## src/rtl/pixel_dma_pkg.sv

```systemverilog
// Shared definitions for pixel_dma_writer: FSM state encoding, full-word strobe and lane-mask helper.
package pixel_dma_pkg;

  typedef enum logic [2:0] {
    S_IDLE  = 3'd0,
    S_FILL  = 3'd1,
    S_WRITE = 3'd2,
    S_GAP   = 3'd3,
    S_DONE  = 3'd4
  } state_t;

  localparam logic [3:0] WSTRB_FULL = 4'b1111;

  // Byte-enable mask for n filled lanes (n = 0..4), lane 0 first.
  function automatic logic [3:0] lane_mask(input logic [2:0] n);
    logic [3:0] m;
    m = 4'b0000;
    case (n)
      3'd1: m = 4'b0001;
      3'd2: m = 4'b0011;
      3'd3: m = 4'b0111;
      3'd4: m = 4'b1111;
      default: m = 4'b0000;
    endcase
    return m;
  endfunction

endpackage

```

## src/rtl/pixel_dma_writer_packer.sv

```systemverilog
// pixel_packer: little-endian byte-lane accumulator; clear zeroes the word so unfilled lanes read 0.
module pixel_packer
  import pixel_dma_pkg::*;
(
  input  logic        clk,
  input  logic        reset,
  input  logic        clear,
  input  logic        push,
  input  logic [7:0]  data,
  output logic [31:0] word,
  output logic [1:0]  cnt,
  output logic [3:0]  mask
);

  always_ff @(posedge clk) begin
    if (reset || clear) begin
      word <= 32'h0;
      cnt  <= 2'd0;
    end else if (push) begin
      word[{cnt, 3'b000} +: 8] <= data;
      cnt                      <= cnt + 2'd1;
    end
  end

  assign mask = lane_mask({1'b0, cnt});

endmodule

```

## src/rtl/pixel_dma_writer.sv

```systemverilog
// pixel_dma_writer: packs an 8-bit pixel stream into 32-bit words and writes them over the picorv32
// native memory bus. Optional early-end with partial word is enabled by DMA_PARTIAL_FLUSH_EN.
//
// Handshakes: a pixel moves on a rising edge where pix_valid && pix_ready; a bus write completes on
// a rising edge where mem_valid && mem_ready. mem_addr/mem_wdata/mem_wstrb hold while mem_valid waits.
module pixel_dma_writer
  import pixel_dma_pkg::*;
#(
  parameter int ADDR_W = 32,
  parameter int LEN_W  = 16
) (
  input  logic              clk,
  input  logic              reset,
  input  logic              start,
  input  logic [ADDR_W-1:0] base_addr,
  input  logic [LEN_W-1:0]  len_words,
  input  logic              flush,
  input  logic              pix_valid,
  input  logic [7:0]        pix_data,
  output logic              pix_ready,
  output logic              mem_valid,
  input  logic              mem_ready,
  output logic [ADDR_W-1:0] mem_addr,
  output logic [31:0]       mem_wdata,
  output logic [3:0]        mem_wstrb,
  output logic              busy,
  output logic              done,
  output logic [LEN_W-1:0]  words_written,
  output state_t            state_dbg
);

  state_t           state;
  logic [LEN_W-1:0] len_q;
  logic             last_q;
  logic             pix_fire;
  logic             pack_clear;
  logic [1:0]       pack_cnt;
  logic [3:0]       pack_mask;
  logic [LEN_W-1:0] ww_next;

  assign pix_fire   = pix_valid && pix_ready && (state == S_FILL);
  assign pack_clear = ((state == S_IDLE) && start && !busy) ||
                      ((state == S_WRITE) && mem_ready);
  assign ww_next    = words_written + LEN_W'(1);
  assign state_dbg  = state;

`ifdef DMA_PARTIAL_FLUSH_EN
  logic [2:0] fill_n;
  assign fill_n = {1'b0, pack_cnt} + {2'b00, pix_fire};
`else
  logic unused_cfg;
  assign unused_cfg = &{1'b0, flush, pack_mask};
`endif

  pixel_packer u_packer (
    .clk   (clk),
    .reset (reset),
    .clear (pack_clear),
    .push  (pix_fire),
    .data  (pix_data),
    .word  (mem_wdata),
    .cnt   (pack_cnt),
    .mask  (pack_mask)
  );

  always_ff @(posedge clk) begin
    if (reset) begin
      state         <= S_IDLE;
      len_q         <= '0;
      last_q        <= 1'b0;
      pix_ready     <= 1'b0;
      mem_valid     <= 1'b0;
      mem_addr      <= '0;
      mem_wstrb     <= 4'b0000;
      busy          <= 1'b0;
      done          <= 1'b0;
      words_written <= '0;
    end else begin
      case (state)
        S_IDLE: begin
          // busy is still high for the one cycle done is shown, so a start there is ignored
          done <= 1'b0;
          busy <= 1'b0;
          if (start && !busy) begin
            busy          <= 1'b1;
            mem_addr      <= {base_addr[ADDR_W-1:2], 2'b00};
            len_q         <= len_words;
            last_q        <= 1'b0;
            words_written <= '0;
            if (len_words == '0) begin
              state <= S_DONE;
            end else begin
              state     <= S_FILL;
              pix_ready <= 1'b1;
            end
          end
        end
        S_FILL: begin
          if (pix_fire && (pack_cnt == 2'd3)) begin
            state     <= S_WRITE;
            pix_ready <= 1'b0;
            mem_valid <= 1'b1;
            mem_wstrb <= WSTRB_FULL;
`ifdef DMA_PARTIAL_FLUSH_EN
            last_q    <= flush;
`endif
          end
`ifdef DMA_PARTIAL_FLUSH_EN
          else if (flush) begin
            pix_ready <= 1'b0;
            last_q    <= 1'b1;
            if (fill_n != 3'd0) begin
              state     <= S_WRITE;
              mem_valid <= 1'b1;
              mem_wstrb <= pix_fire ? lane_mask(fill_n) : pack_mask;
            end else begin
              state <= S_DONE;
            end
          end
`endif
        end
        S_WRITE: begin
          if (mem_ready) begin
            mem_valid     <= 1'b0;
            mem_addr      <= mem_addr + ADDR_W'(4);
            words_written <= ww_next;
            if (last_q || (ww_next == len_q)) begin
              state <= S_DONE;
            end else begin
              state <= S_GAP;
            end
          end
        end
        S_GAP: begin
          pix_ready <= 1'b1;
          state     <= S_FILL;
        end
        S_DONE: begin
          done  <= 1'b1;
          state <= S_IDLE;
        end
        default: state <= S_IDLE;
      endcase
    end
  end

endmodule

```

## config.mk

```make
export PLATFORM = sky130hd
export DESIGN_NAME = pixel_dma_writer
export DESIGN_NICKNAME = d
export VERILOG_FILES = /design/src/rtl/pixel_dma_pkg.sv /design/src/rtl/pixel_dma_writer_packer.sv /design/src/rtl/pixel_dma_writer.sv
export SDC_FILE = /design/constraint.sdc
export NUM_CORES = 1
export LEC_CHECK = 0
export ABC_AREA = 1
export CAP_MARGIN = 40
export CELL_PAD_IN_SITES_DETAIL_PLACEMENT = 0
export CELL_PAD_IN_SITES_GLOBAL_PLACEMENT = 1
export CORE_ASPECT_RATIO = 1.25
export CORE_MARGIN = 2
export CORE_UTILIZATION = 34
export DETAILED_ROUTE_END_ITERATION = 10
export PLACE_DENSITY_LB_ADDON = 0.12
export SKIP_CTS_REPAIR_TIMING = 1
export SLEW_MARGIN = 20
export SYNTH_ARGS = -nofsm -noshare
export SYNTH_HDL_FRONTEND = slang
export SYNTH_HIERARCHICAL = 1
export SYNTH_SLANG_ARGS = --single-unit
```

## constraint.sdc

```tcl
create_clock -name clk -period 2.1 [get_ports clk]
set_input_delay 0.42 -clock clk [delete_from_list [all_inputs] [get_ports clk]]
set_output_delay 0.42 -clock clk [all_outputs]
set_load 0.005 [all_outputs]
```

# After elaboration in Yosys (flattened, before gate mapping)
# Index checks and enable logic that the tools add are counted.
# totals
n_memories	0
latch_bits	0
register_bits	106
wordCells	71
mem_bits_rw	0
romBits	0
input_bits	62
out_inout_bits	91
# op_classes
shifts	2
n_eq_ne	10
bitwise_logic	0
mul	0
n_mux	22
reduce_logical	22
order_cmp	0
n_div	0
addsub	4
# op_table
cell	count
2-to-1 mux 32 bit	2
one-hot mux 32 bit (2 select lines)	1
adder 32 x 3 -> 32 bit (second input constant)	1
bitwise mux 32 bit	1
2-to-1 mux 16 bit	2
one-hot mux 16 bit (2 select lines)	1
variable shift 8 x 7 -> 32 bit (first input constant)	1
indexed part select 8 x 7 -> 32 bit	1
adder 16 x 1 -> 16 bit (second input constant)	1
== test 16 bit	1
zero test 16 bit	1
2-to-1 mux 3 bit	5
one-hot mux 3 bit (4 select lines)	1
AND reduction 3 bit	3
logical AND 1 bit	7
negator 5 -> 7 bit	1
== test 3 x 2 -> 1 bit (second input constant)	2
2-to-1 mux 1 bit	6
nonzero test 2 bit	3
!= test 2 x 1 -> 1 bit (second input constant)	2
!= test 2 bit (second input constant)	2
one-hot mux 1 bit (2 select lines)	2
AND reduction 2 bit	2
AND reduction 4 bit	1
other kinds (9)	10

# Logic depth before layout (Yosys ltp)
# logic_depth
ltp_word	5
depth_mapped	16
depth_no_buf	16

# Hierarchy
# The synthesis kept the hierarchy.
# by_module_without_submodules
module	cells_per_inst	n_inst	area_each_um2
pixel_dma_writer	667	1	4255.3
pixel_packer	221	1	1604.0

# Worst setup path after synthesis
# OpenSTA, ideal clock, no wires.
# synth_path
path_kind	reg-to-reg
startpoint	reg state[2], in the netlist state_dbg[2]
endpoint	reg u_packer.word[24]
arrival_ns	1.792
setup_ns	0.070
setup_slack_ns	0.239
t_required_ns	2.030
synth_period_minus_slack_ns	1.861
path_buffers	3
stages_incl_launch_ff	13
path_cell_list	dfxtp_1 -> inv_1 -> nand2_1 -> inv_2 -> nand2_2 -> inv_2 -> nor2_4 -> inv_2 -> buf_2 -> or2_1 -> buf_2 -> buf_6 -> a21oi_1
# synth_via
elab_chain_len	5
# synth_lines
element	line_no	source
start, declared	pixel_dma_writer.sv:32	state_t state;
start signal, assigned	pixel_dma_writer.sv:68	state <= S_IDLE;
start signal, assigned	pixel_dma_writer.sv:91	state <= S_DONE;
start signal, assigned	pixel_dma_writer.sv:93	state <= S_FILL;
zero test 3 bit	pixel_dma_writer.sv:42	assign pack_clear = ((state == S_IDLE) && start && !busy) ||
logical AND 1 bit (2 in series)	pixel_dma_writer.sv:42	
logical OR 1 bit *	pixel_dma_writer.sv:42	
net pack_clear	pixel_dma_writer.sv:36	logic pack_clear;
logical OR 1 bit *	pixel_dma_writer_packer.sv:16	if (reset || clear) begin
end signal, assigned by index	pixel_dma_writer_packer.sv:20	word[{cnt, 3'b000} +: 8] <= data;
end, declared	pixel_dma_writer_packer.sv:10	output logic [31:0] word,
# Mark *: on every way through the listed nets, which the timed path passes. The rest lies on a longest branch.
# A chain may end at the register's enable or synchronous reset.

# Worst setup path after layout
# layout_path
startpoint	reg mem_addr[2]
endpoint	reg mem_addr[24]
# layout_via
elab_chain_len	3
# layout_lines
element	line_no	source
start, declared	pixel_dma_writer.sv:23	output logic [ADDR_W-1:0] mem_addr,
start signal, assigned	pixel_dma_writer.sv:86	mem_addr <= {base_addr[ADDR_W-1:2], 2'b00};
start signal, assigned	pixel_dma_writer.sv:125	mem_addr <= mem_addr + ADDR_W'(4);
adder 32 x 3 -> 32 bit	pixel_dma_writer.sv:125	
2-to-1 mux 32 bit	pixel_dma_writer.sv:123	if (mem_ready) begin
one-hot mux 32 bit (2 select lines)	pixel_dma_writer.sv:79	case (state)
# Every way passes these cells. The select of a mux whose other input is x is not followed.

==> flow_summary.toml <==
[die]
fp.dieW_um = 121
floorplan.die.height_um = 150
ios = 153
initial_core_utilization_pct = 34.7
std_cell_rows = 53
core_area_um2 = 16800
die_area_um2 = 18200

[place]
dpl_cell_area_um2 = 7790
place.detailed.hpwl_mm = 14.0
placement.setup.worst_slack_ns = -0.0523
io_buffer_count = 147
gpl_wtd_cong = 0.841

[worst_hold_path]
worst_hold_path_type = "reg2reg"

[setup_path]
r2r_slack_ns = 0.12
crit_required_ns = 2.33
worst_setup_path_end_kind = "flop"
worst_setup_path_start_kind = "flop"
crit_path_frequent_cell = "buf_4"
cpMaxStageDelayCell = "dfxtp_2"
timing.critical_path.cells = "ha_2 > nand2_1 > nor2_4 > nand4_4 > nor3_4 > buf_4 > buf_4 > nand4_1 > xnor2_1 > o21ai_1 > a21oi_1"
critPathArrivalTime_ns = 2.21
worstPathMaxFanout = 3
criticalPathCategory = "reg2reg"
cpPeakStageDelay_ns = 0.35

[routing]
remaining_drc_errors = 0
wl_mm = 18.6
ant_nets = 0
detailedRoute.firstPassIterationCount = 5
drt_iter0_drc = 343
post_drt_wl_per_cell_um = 14.4
detail_route.vias_per_cell = 4.80
detailed_route_via_count = 6201

[power_and_ir_drop]
proportion_of_power_drawn_by_combinational_gates_pct = 40.4
power-per-cell-area_nw_per_um2 = 851
worst_ir_drop_vdd_mv = 0.394
total_leakage_power_nw = 3.15
internal_power_mw = 4.40
power_switching_mw = 2.57
power.clock.fraction_pct = 22.7
switching_share_pct = 36.9
seq_power_share_pct = 36.9

[timing]
finalCritPeriodShare_pct = 94.2
fmax_mhz = 506
finalWorstPathRequiredPeriod_ns = 1.98
fin_ws_ns = 0.122
setup_tns_ns = 0
final_count_of_pins_violating_max_slew = 0
final-setup-viol-count = 0
unrepaired_setup_endpoints_after_global_routing = "true"
final-hold-violation-count = 0
clock_skew_ns = 0.00853

[final_layout]
num_antenna_cells = 0
drive_gt1_share_pct = 12.7
final_cell_area_um2 = 8190
fillers = 1824
layout-area-overhead-vs-synth_pct = 40.9
final-seq-area_um2 = 2090
multiInputGateArea_um2 = 3290
num-nets-final = 1135

[clock_network]
htree_num_levels = 3
cts_root_buffer = "clkbuf_16"
cts.path.max_buffers = 2
numClockSinks = 104
cts_tree = "done"
cts_made_buffers = 9
clkTransAtPathRegs_ns = 0.07
clock_latency_on_the_worst_skew_pair_ns = 0.35

[global_route]
grt_pass1_wl_mm = 30.4
globalRoute.totalOverflow = 0
initial_antenna_violation_count = 0
via_count_of_the_first_global_routing_pass = 5988
grt_max_degree = 36
groute.usage.overall_pct = 21.2

[yosys]
syn-cell-area_um2 = 5820
synth_area_per_cell_um2 = 6.59
postSynthCellCount = 882
yosysWarningCount = 6

[job]
max_cap_violations = 0

[status]
run_status = "completed"
==> cell usage in the layout, fill, tap and decap left out, drive strengths merged, types with 12 or more instances in the layout <==
master         instances
xor2                  12
dfxtp                104
nand2                258
buf                   62
nor2                  92
inv                   88
o21ai                 44
a21oi                103
nand3                 64
clkdlybuf4s50        146
nor3                  13
==> metrics by stage <==
stage          utilization, %  hold WS (ns)  total power, mW  std cells
2_1_floorplan               -         0.444             4.09        883
3_3_place_gp             46.5         0.452             5.43       1269
3_5_place_dp             46.5         0.454             5.42       1269
4_1_cts                  48.0         0.466             7.03       1285
5_1_grt                  48.8         0.481             7.50       1291
6_report                 48.8         0.464             6.97       1291
==> registers in the layout, summed over array words and instances (netlist names) <==
signal,count
u_packer/word,32
mem_addr,30
len_q,16
words_written,16
state_dbg,3
u_packer/cnt,2
busy,1
done,1
mem_valid,1
mem_wstrb,1
pix_ready,1
==> worst paths after layout <==
kind / endpoint / startpoint / depth (start not counted)
hold reg to reg: u_packer/word[31] / u_packer/word[31] / 2
setup reg to reg: mem_addr[24] / mem_addr[2] / 11
hold / removal: u_packer/word[31] / u_packer/word[31] / 2
setup / recovery: mem_addr[24] / mem_addr[2] / 11
==> critical path: cells and delay by family (launching register included) <==
kind	cells	cell delay, ns
AO/OA/AOI/OAI	2	0.19
XOR/XNOR	1	0.17
adder cells (fa/ha/maj)	1	0.19
buffers and inverters	2	0.28
flip-flops	1	0.35
AND/OR/NAND/NOR	5	0.67
==> final cells by class <==
type	instances	share of cell area [%]
timing repair buffer	208	23.8
clock buffer	11	2.84
inverter	87	3.99
sequential	104	25.5
tap	220	3.36
multi-input combinational	656	40.2
clock inverter	5	0.382
==> layer usage <==
layer | up-vias | GRT usage [%] | part of all wire, %
met5 | - | 0 | 0
met4 | 0 | 5.99 | 2.0
met3 | 23 | 3.86 | 3.9
met2 | 137 | 36.7 | 50
met1 | 2801 | 26.8 | 45
li1 | 3240 | - | -
==> power by group through the flow <==
stage | Clock (mW) | Sequential (mW) | Combinational [mW]
finish | 1.58 | 2.57 | 2.82
global route | 1.72 | 2.62 | 3.16
CTS | 1.63 | 2.57 | 2.83
detailed placement | 0 | 2.61 | 2.81
global placement | 0 | 2.62 | 2.82
floorplan | 0 | 2.64 | 1.46
Note: power is estimated with default switching activity, not from simulation.
